===== src/rtl/maj_voter_pkg.sv =====
// Shared types and helpers for the TMR majority voter.
package maj_voter_pkg;

  localparam int NUM_CH = 3;

  typedef enum logic [1:0] {
    HLTH_OK     = 2'd0,
    HLTH_SINGLE = 2'd1,
    HLTH_MULTI  = 2'd2
  } health_e;

  function automatic logic [1:0] popcount3(input logic [2:0] v);
    return {1'b0, v[0]} + {1'b0, v[1]} + {1'b0, v[2]};
  endfunction

endpackage


===== src/rtl/maj_chan_monitor.sv =====
// Per-channel disagreement streak tracker with sticky fault latch.
// Optional saturating error counter when MAJ_VOTER_ERRCNT_EN is defined.
module maj_chan_monitor #(
  parameter int PERSIST = 3
`ifdef MAJ_VOTER_ERRCNT_EN
  , parameter int CNT_W = 8
`endif
) (
  input  logic clk,
  input  logic rst,
  input  logic valid,
  input  logic mis,
  input  logic clr_fault,
  output logic fault,
  output logic fault_next
`ifdef MAJ_VOTER_ERRCNT_EN
  , output logic [CNT_W-1:0] err_cnt
`endif
);

  localparam int SW = $clog2(PERSIST + 1);
  localparam logic [SW-1:0] PMAX = SW'(PERSIST);

  logic [SW-1:0] streak_r, streak_nxt_s;
  logic          fault_r, fault_nxt_s;

  // Next streak/fault; clr_fault wins over detection on the same sample.
  always_comb begin
    streak_nxt_s = streak_r;
    fault_nxt_s  = fault_r;
    if (clr_fault) begin
      streak_nxt_s = '0;
      fault_nxt_s  = 1'b0;
    end else if (valid) begin
      if (mis) begin
        if (streak_r != PMAX) begin
          streak_nxt_s = streak_r + SW'(1);
        end else begin
          streak_nxt_s = streak_r;
        end
      end else begin
        streak_nxt_s = '0;
      end
      if (streak_nxt_s == PMAX) begin
        fault_nxt_s = 1'b1;
      end else begin
        fault_nxt_s = fault_r;
      end
    end else begin
      streak_nxt_s = streak_r;
      fault_nxt_s  = fault_r;
    end
  end

  // Streak and fault state registers.
  always_ff @(posedge clk) begin
    if (rst) begin
      streak_r <= '0;
      fault_r  <= 1'b0;
    end else begin
      streak_r <= streak_nxt_s;
      fault_r  <= fault_nxt_s;
    end
  end

  assign fault      = fault_r;
  assign fault_next = fault_nxt_s;

`ifdef MAJ_VOTER_ERRCNT_EN
  localparam logic [CNT_W-1:0] CMAX = {CNT_W{1'b1}};
  logic [CNT_W-1:0] cnt_r;

  // Saturating error counter; only rst clears it.
  always_ff @(posedge clk) begin
    if (rst) begin
      cnt_r <= '0;
    end else if (valid && mis && (cnt_r != CMAX)) begin
      cnt_r <= cnt_r + CNT_W'(1);
    end
  end

  assign err_cnt = cnt_r;
`endif

endmodule


===== src/rtl/maj_voter_tmr.sv =====
// Registered TMR bitwise majority voter with per-channel fault tracking and health FSM.
// Define MAJ_VOTER_ERRCNT_EN to add per-channel saturating error counters on err_cnt.
module maj_voter_tmr
  import maj_voter_pkg::*;
#(
  parameter int WIDTH   = 8,
  parameter int PERSIST = 3,
  parameter int CNT_W   = 8
) (
  input  logic             clk,
  input  logic             rst,
  input  logic             in_valid,
  input  logic [WIDTH-1:0] a,
  input  logic [WIDTH-1:0] b,
  input  logic [WIDTH-1:0] c,
  input  logic             clr_fault,
  output logic             out_valid,
  output logic [WIDTH-1:0] y,
  output logic [2:0]       mismatch,
  output logic [2:0]       fault,
  output logic [1:0]       state
`ifdef MAJ_VOTER_ERRCNT_EN
  , output logic [3*CNT_W-1:0] err_cnt
`endif
);

  logic [WIDTH-1:0]  vote_s;
  logic [NUM_CH-1:0] mis_s;
  logic [NUM_CH-1:0] fault_s;
  logic [NUM_CH-1:0] fault_nxt_s;
  logic [WIDTH-1:0]  y_r;
  logic [2:0]        mismatch_r;
  logic              out_valid_r;
  health_e           state_r, state_nxt_s;

  assign vote_s = (a & b) | (b & c) | (c & a);
  assign mis_s  = {|(c ^ vote_s), |(b ^ vote_s), |(a ^ vote_s)};

  // Output data registers; y and mismatch hold across invalid cycles.
  always_ff @(posedge clk) begin
    if (rst) begin
      y_r         <= '0;
      mismatch_r  <= 3'b000;
      out_valid_r <= 1'b0;
    end else begin
      out_valid_r <= in_valid;
      if (in_valid) begin
        y_r        <= vote_s;
        mismatch_r <= mis_s;
      end
    end
  end

  for (genvar i = 0; i < NUM_CH; i++) begin : g_mon
    maj_chan_monitor #(
      .PERSIST(PERSIST)
`ifdef MAJ_VOTER_ERRCNT_EN
      , .CNT_W(CNT_W)
`endif
    ) u_mon (
      .clk        (clk),
      .rst        (rst),
      .valid      (in_valid),
      .mis        (mis_s[i]),
      .clr_fault  (clr_fault),
      .fault      (fault_s[i]),
      .fault_next (fault_nxt_s[i])
`ifdef MAJ_VOTER_ERRCNT_EN
      , .err_cnt  (err_cnt[i*CNT_W +: CNT_W])
`endif
    );
  end

  // Health decode from next-cycle fault set so state lines up with fault.
  always_comb begin
    state_nxt_s = HLTH_OK;
    case (popcount3(fault_nxt_s))
      2'd0:    state_nxt_s = HLTH_OK;
      2'd1:    state_nxt_s = HLTH_SINGLE;
      default: state_nxt_s = HLTH_MULTI;
    endcase
  end

  // Health state register.
  always_ff @(posedge clk) begin
    if (rst) begin
      state_r <= HLTH_OK;
    end else begin
      state_r <= state_nxt_s;
    end
  end

  assign y         = y_r;
  assign mismatch  = mismatch_r;
  assign out_valid = out_valid_r;
  assign fault     = fault_s;
  assign state     = state_r;

endmodule


===== config.mk =====
export PLATFORM = sky130hd
export DESIGN_NAME = maj_voter_tmr
export DESIGN_NICKNAME = d
export VERILOG_FILES = /design/src/rtl/maj_voter_pkg.sv /design/src/rtl/maj_chan_monitor.sv /design/src/rtl/maj_voter_tmr.sv
export SDC_FILE = /design/constraint.sdc
export NUM_CORES = 1
export LEC_CHECK = 0
export ABC_CLOCK_PERIOD_IN_PS = 3500
export CORE_ASPECT_RATIO = 1.75
export CORE_MARGIN = 8
export CORE_UTILIZATION = 25
export DETAILED_ROUTE_END_ITERATION = 8
export PLACE_DENSITY = 0.51
export SYNTH_ARGS = -nofsm -noshare
export SYNTH_HDL_FRONTEND = slang
export SYNTH_HIERARCHICAL = 1
export SYNTH_SLANG_ARGS = --single-unit

===== constraint.sdc =====
create_clock -name clk -period 3.5 [get_ports clk]
set_clock_uncertainty 0.05 [all_clocks]
set_input_delay 0.875 -clock clk [delete_from_list [all_inputs] [get_ports clk]]
set_output_delay 0.875 -clock clk [all_outputs]
set_load 0.01 [all_outputs]

# Word level (Yosys, flattened, before mapping)
# Cells that the tools add are included.
[classes]
add_sub_neg = 5
eq_ne = 7
mux = 22
n_bitwise = 8
n_reduce_logical = 5
[op_table]
columns = ["cell", "count"]
rows = [
  ["$and A8 B8 Y8", 3],
  ["$mux W2", 12],
  ["$reduce_or A8 Y1", 3],
  ["$xor A8 B8 Y8", 3],
  ["$or A8 B8 Y8", 2],
  ["$mux W1", 9],
  ["$add A2 B1 Y2 const B", 3],
  ["$eq A2 B2 Y1 const B", 3],
  ["$ne A2 B2 Y1 const B", 3],
  ["$pmux W2 S2", 1],
  ["$add A1 B1 Y2", 1],
  ["$add A2 B1 Y2", 1],
  ["$eq A2 B1 Y1 const B", 1],
  ["$logic_not A2 Y1", 1],
  ["$reduce_or A2 Y1", 1],
]
[word_totals]
register_bits = 23
in_bits = 28
out_inout_bits = 17
word_cells = 57

# Depth between registers and ports, before layout
[logic_depth]
ltp_word = 16
mapped_depth = 10
depth_no_buf = 10

# Cells and area by module
# The synthesis kept the hierarchy.
[by_module_without_submodules]
columns = ["mod", "n_inst", "cells_per_inst", "area_each_um2", "seq_area_each_um2"]
rows = [
  ["maj_voter_tmr", 1, 142, 1009.7, 280.3],
  ["maj_chan_monitor", 3, 13, 122.6, 60.1],
]

# Worst setup path after synthesis
# OpenSTA, ideal clock, no wires.
[synth_timing]
kind = "input to register"
start = "input c[1]"
end = "register state_r[0] (netlist: state[0])"
setup_ns = 0.080
arrival_time_ns = 2.676
required_time_ns = 3.370
path_slack_ns = 0.694
path_stages = 10
n_path_buf = 0
path_cell_list = "and2b_1 -> mux2i_1 -> o211ai_1 -> a2111oi_2 -> nand3_1 -> a31oi_1 -> nor2_1 -> inv_1 -> fa_1 -> nor3b_1"
[synth_via]
word_cells_on_any_way = 36
cone_classes = "2 x add/sub; 4 x eq/ne; 19 x mux; 7 x bitwise; 4 x reduce/logical"
[synth_lines]
columns = ["element", "line", "source"]
rows = [
  ["start: declaration", "maj_voter_tmr.sv:15", "input logic [WIDTH-1:0] c,"],
  ["$and A8 B8 Y8", "maj_voter_tmr.sv:36", "assign vote_s = (a & b) | (b & c) | (c & a);"],
  ["$or A8 B8 Y8 (2 in a row)", "maj_voter_tmr.sv:36", ""],
  ["$xor A8 B8 Y8 (*)", "maj_voter_tmr.sv:37", "assign mis_s = {|(c ^ vote_s), |(b ^ vote_s), |(a ^ vote_s)};"],
  ["$reduce_or A8 Y1 (*)", "maj_voter_tmr.sv:37", ""],
  ["named net mis_s[2]", "maj_voter_tmr.sv:28", "logic [NUM_CH-1:0] mis_s;"],
  ["$mux W2 (*)", "maj_chan_monitor.sv:35", "if (mis) begin"],
  ["$mux W2 (*)", "maj_chan_monitor.sv:34", "end else if (valid) begin"],
  ["$mux W2 (*)", "maj_chan_monitor.sv:31", "if (clr_fault) begin"],
  ["$eq A2 B2 Y1 (*)", "maj_chan_monitor.sv:44", "if (streak_nxt_s == PMAX) begin"],
  ["$mux W1 (*)", "maj_chan_monitor.sv:44", ""],
  ["$mux W1 (*)", "maj_chan_monitor.sv:34", ""],
  ["$mux W1 (*)", "maj_chan_monitor.sv:31", ""],
  ["named net fault_nxt_s[2]", "maj_voter_tmr.sv:30", "logic [NUM_CH-1:0] fault_nxt_s;"],
  ["$add A2 B1 Y2 (*)", "maj_voter_pkg.sv:13", "return {1'b0, v[0]} + {1'b0, v[1]} + {1'b0, v[2]};"],
  ["$eq A2 B1 Y1 or $logic_not A2 Y1 (tied branches)", "maj_voter_tmr.sv:77", "case (popcount3(fault_nxt_s))"],
  ["$pmux W2 S2 (*)", "maj_voter_tmr.sv:77", ""],
  ["end signal: assignment", "maj_voter_tmr.sv:89", "state_r <= state_nxt_s;"],
  ["end: declaration", "maj_voter_tmr.sv:34", "health_e state_r, state_nxt_s;"],
]
# The timed path passes the listed nets; every way through them passes the cells marked *. The select of a mux whose other input is x is not followed.
# A chain may end at the register's enable or synchronous reset.

# Worst setup path after layout
# Ends and elaborated chain as after synthesis.

==> results.json <==
{
  "finalCritPeriodShare_pct": 93.49,
  "portBuffers": 44,
  "async_flop_share_pct": 0,
  "clk_latency_ps": 260,
  "min_period_ps": 3272,
  "routed_wl_um": 3793,
  "cts-root-buf": "clkbuf_8",
  "multi_input_area_sq_um": 872.1,
  "cts_resized": 0,
  "hp-class": "register to register",
  "clock-sinks": 23,
  "cts_setup_buffers": 0,
  "critPathCaptureType": "register",
  "rsz0062_at_grt": "no",
  "drive_gt1_share_pct": 12.60,
  "synth.area.top_cells": "dfxtp_1, nor2_1, a2111oi_2",
  "first_pass_iters": 4,
  "drtIter0Drc": 66,
  "fp.dieH_um": 114.2,
  "postPlaceCellArea_sq_um": 2056,
  "cts.path.max_buffers": 2,
  "static-leakage-power_nw": 0.7880,
  "worstPathMaxFanout": 3,
  "dieArea_sq_um": 8236,
  "cp.arrival_ps": 3410,
  "setup_viol": 0,
  "synth-xor-area-share_pct": 0,
  "io_pins": 45,
  "seqPwrFrac_pct": 44.7,
  "synth_cells": 181,
  "areaGrowthSynthToFinish_pct": 52.59,
  "final_util_pct": 38.57,
  "max_freq_mhz": 305.6,
  "ys_seq_elements": 23,
  "synth.avg_cell_area_sq_um": 7.611,
  "final_antenna_net_count": 0,
  "synth_ff_type": "dfxtp_1",
  "synth_top_area_share_pct": 33.42,
  "synth_fp_nets": 210,
  "slew_headroom_pct": 43.26,
  "synth-simple-area-share_pct": 31.15,
  "yosysUniqueCellTypes": 29,
  "antenna_found_initial": 0,
  "grt_use_total_pct": 9.444,
  "route.detailed.drc": 0,
  "dp_hpwl_um": 3084,
  "status": "finished clean",
  "synth.most_common_cell": "nor2_1",
  "swShare_pct": 28.55,
  "drt-wirelength-per-cell_um": 11.78,
  "pwr-share-clk_pct": 27.0,
  "worstMarginPinSlew_ps": 848.5,
  "synth-edff-count": 0,
  "p_comb_share_pct": 28.3,
  "stdcell_area_sq_um": 2102,
  "cts_inserted_buffers": 3,
  "fin_tns_setup_ps": 0,
  "grt_max_degree": 24,
  "powerDensity_nw_per_um2": 299.9,
  "maxSlewViolCount": 0,
  "initial_core_util_pct": 25.28,
  "grt_pass1_vias": 1437,
  "synth_top_family_by_area": "simple AND/OR/NAND/NOR gates",
  "whs_ps": 437.1,
  "synth_compound_area_share_pct": 29.25,
  "n_fill_cell": 567,
  "ys_seq_area_share_pct": 33.42,
  "grt_overflow": 0,
  "viasPerCell": 4.602,
  "fp.dieW_um": 72.12,
  "nets": 276,
  "clk_pin_slew_ps": 90,
  "peakVddDrop_mv": 0.1089,
  "synth_warnings": 6,
  "diodes": 0,
  "row_count": 36,
  "htree_levels": 1,
  "synthAdderAreaFrac_pct": 1.453,
  "hold_viol_final": 0,
  "start_kind": "input port",
  "coreArea_sq_um": 5450,
  "cts_tree": "done",
  "p_sw_mw": 0.1800,
  "grt_pass1_wl_um": 6313,
  "place_congestion": 0.7404,
  "seq_area_sq_um": 460.4,
  "muxShareOfSynthArea_pct": 1.453,
  "syn_area_sq_um": 1378,
  "num_vias": 1482,
  "hold_buffers": 0,
  "critical_path_required_ps": 3630,
  "p_int_mw": 0.4504,
  "path_class": "input port to register",
  "yosysTopAreaCell": "dfxtp_1",
  "synth_common_cells": "nor2_1, dfxtp_1, nand2_1",
  "cap_viol_max_count": 0
}
through the flow:
stage / instances / setup WS [ps] / power, mW
2_1_floorplan: 181 / 694.4 / 0.3601
3_3_place_gp: 318 / 1.917 / 0.4683
3_5_place_dp: 318 / -72.83 / 0.4691
4_1_cts: 322 / 204.4 / 0.6434
5_1_grt: 322 / 25.02 / 0.6670
6_report: 322 / 227.8 / 0.6304
cells by family after synthesis:
kind of cell | after synthesis
flops | 23
mux | 2
buf+inv | 12
fa+ha+maj | 1
simple gates | 90
compound gates | 53
worst paths after layout:
kind	from	end	slack, ps	depth (start not counted)
worst min register to register	y[4]	y[4]	440	2
worst max-delay path	c[1]	state[0]	230	11
worst min-delay path	y[4]	y[4]	440	2
worst max register to register	g_mon[0].u_mon/streak_r[1]	state[0]	2060	5
flip-flops by register name (all words and copies together) (netlist names):
signal / flops
out_valid: 1
g_mon.u_mon/streak_r: 6
state: 2
mismatch: 3
g_mon.u_mon/fault: 3
y: 8
critical path, stage by stage:
cell	delay, ps
clkdlybuf4s50_1	490
and2b_1	200
mux2i_1	130
o211ai_1	130
a2111oi_2	400
nand3_1	180
a31oi_1	240
nor2_1	60
inv_1	80
fa_1	400
nor3b_1	200
layout make-up:
class | instances | share of cell area (%)
clock buffer | 3 | 1.964
timing repair buffer | 65 | 28.45
inverter | 8 | 1.429
multi-input combinational | 146 | 41.49
tap | 76 | 4.524
sequential | 23 | 21.90
clock inverter | 1 | 0.2381
cells in the final DEF (no fill, tap or decap), types with 3 or more instances in the layout:
cell type         n
o21ai_0           9
buf_4            21
nor2b_1          10
nor3_1            7
clkbuf_8          3
nand3_1           3
a21oi_1          10
dfxtp_1          23
inv_1             8
nor2_1           32
a2111oi_2         6
nand2b_1         11
a31oi_1           6
clkdlybuf4s50_1  44
a311oi_1         10
nand2_1          20
o211ai_1          4
routing by layer:
metal	vias to the layer above	GRT usage, %	share of wire [%]
met3	2	1.053	2.9
met2	28	17.14	53
met4	0	4.527	1.5
met5	-	0	0
met1	663	10.37	43
li1	789	-	-
power by group through the flow:
stage / sequential, mW / combinational [mW] / clock [mW]
after floorplan: 0.292 / 0.0682 / 0
after global placement: 0.288 / 0.180 / 0
after detailed placement: 0.288 / 0.181 / 0
after CTS: 0.282 / 0.181 / 0.180
after global routing: 0.284 / 0.198 / 0.186
final: 0.282 / 0.178 / 0.170
No activity file was read; power rests on OpenSTA's default activity.
==> patch (config.mk and constraints unchanged) <==
The option `MAJ_VOTER_ERRCNT_EN` is turned on by a define.
--- a/src/rtl/maj_chan_monitor.sv
+++ b/src/rtl/maj_chan_monitor.sv
@@ -1,5 +1,7 @@
 // Per-channel disagreement streak tracker with sticky fault latch.
 // Optional saturating error counter when MAJ_VOTER_ERRCNT_EN is defined.
+`define MAJ_VOTER_ERRCNT_EN
+
 module maj_chan_monitor #(
   parameter int PERSIST = 3
 `ifdef MAJ_VOTER_ERRCNT_EN
Formal check against the unedited RTL (old outputs only; new: err_cnt): equivalent (equiv_simple and equiv_induct, registers matched by name and starting in step).
==> patch against the unedited design <==
Non-clock buffer count grew 20; register-to-register slack lost 0.12 ns; cell area grew 74%; sequential cell count grew 24; synthesized area grew 86%; combinational power grew 34%; global-route usage grew 1.0 points; routed wire length grew 89%; hold slack gained 0.0017 ns; total power grew 110%; setup slack gained 0.047 ns.
==> patch: results (changes against the unedited design) <==
- Placed instance count: 521 (+64%)
- R2R Path Start: g_mon[2].u_mon/err_cnt[0]$_SDFFE_PP0P_
- Global router's overall resource usage: 10.49% (+1.0 points)
- Largest fanout on the critical path: 5 (+2)
- Wire per inst: 13.55 um (+15%)
- Final estimated routing congestion in global placement: 0.7688 (+3.8%)
- Post-Synth XOR/XNOR Area: 2.050% (+2.0 points)
- Hold path start: y[2]$_SDFFE_PP0P_
- Depth of the CTS H-tree: 2 (+1)
- Flop-to-flop setup slack: 1.94 ns (-0.12 ns)
- Tightest slew margin relative to the limit: 43.83% (+0.58 points)
- WL met2: 3.864 mm (+93%)
- Fill count: 1081 (+91%)
- IR drop worst, VDD: 322.9 uV (+200%)
- Synthesized instance count: 319 (+76%)
- DR vias: 2546 (+72%)
- Wire length on met3: 274 um (+150%)
- FF-to-FF End: g_mon[2].u_mon/err_cnt[4]$_SDFFE_PP0P_
- Run status: complete, no violations
- Share of post-route cells with drive strength above 1: 8.978% (-3.6 points)
- Worst hold margin: 0.4388 ns (+0.001676 ns)
- Arrival time worst endpoint: 3.38 ns (-0.03 ns)
- Portion of the post-synthesis area used by sequential elements: 36.70% (+3.3 points)
- Biggest cell delay along the critical path: 0.47 ns (-0.02 ns)
- Beginning of the critical path: a[5]
- Post-placement cell area: 3480 sq um (+69%)
- Final period demand of the worst path: 3.225 ns (-0.04694 ns)
- Clock transition at path regs: 0.06 ns (-0.03 ns)
- Flip-flop count of the largest register after layout: 24 (+16)
- Main area contributors after synthesis: sky130_fd_sc_hd__dfxtp_1 37%, sky130_fd_sc_hd__nor2_1 8.2%, sky130_fd_sc_hd__mux2i_1 4.3%
- Static leakage power: 1.388 nW (+76%)
- Number of nets in the final layout: 433 (+57%)
- Compound-gate portion of the synthesized area: 20.69% (-8.6 points)
patch: cell types whose count changed in the layout (fill, tap and decap cells not counted), sizes merged, moves of 6 or more:
| cell | delta |
|---|---|
| a211oi | +6 |
| mux2i | +9 |
| nand2 | +9 |
| inv | +9 |
| dfxtp | +24 |
| nor2 | +24 |
| nand4 | +9 |
| a21oi | +6 |
| clkdlybuf4s50 | +22 |
| nor3 | +6 |
patch: per-layer routing:
| layer | global-route usage [%] | vias up |
|---|---|---|
| met5 | 0 | - |
| li1 | - | 1323 |
| met2 | 19.34 | 51 |
| met4 | 5.028 | 0 |
| met1 | 11.04 | 1166 |
| met3 | 1.959 | 6 |
patch: final cells by class:
| class | count | area [sq um] | share of cell area, % |
|---|---|---|---|
| multi-input combinational | 245 | 1541 | 42.09 |
| sequential | 47 | 940.9 | 25.69 |
| timing repair buffer | 85 | 798.3 | 21.80 |
| tap | 127 | 158.9 | 4.339 |
| clock buffer | 6 | 128.9 | 3.519 |
| inverter | 17 | 63.81 | 1.742 |
| clock inverter | 1 | 30.03 | 0.8200 |
patch: repair_timing:
item                                   4_1_cts  5_1_grt
resized for setup                            0        3
setup endpoints to repair                    0        1
endpoints found under the hold margin        0        0
patch: kinds of logic (layout without fill, tap and decap cells):
kind of cell / count (synthesis) / in the layout
XOR/XNOR: 6 / 6
multiplexers: 14 / 14
adder cells (fa/ha/maj): 4 / 4
buffers and inverters: 27 / 109
AO/OA/AOI/OAI: 74 / 74
flip-flops: 47 / 47
AND/OR/NAND/NOR: 147 / 147
patch: report_power, final:
group / total, W / internal, W / switching [W]
clock: 0.000534 / 0.000334 / 0.000201
sequential: 0.000574 / 0.000557 / 0.0000172
combinational: 0.000238 / 0.000123 / 0.000116
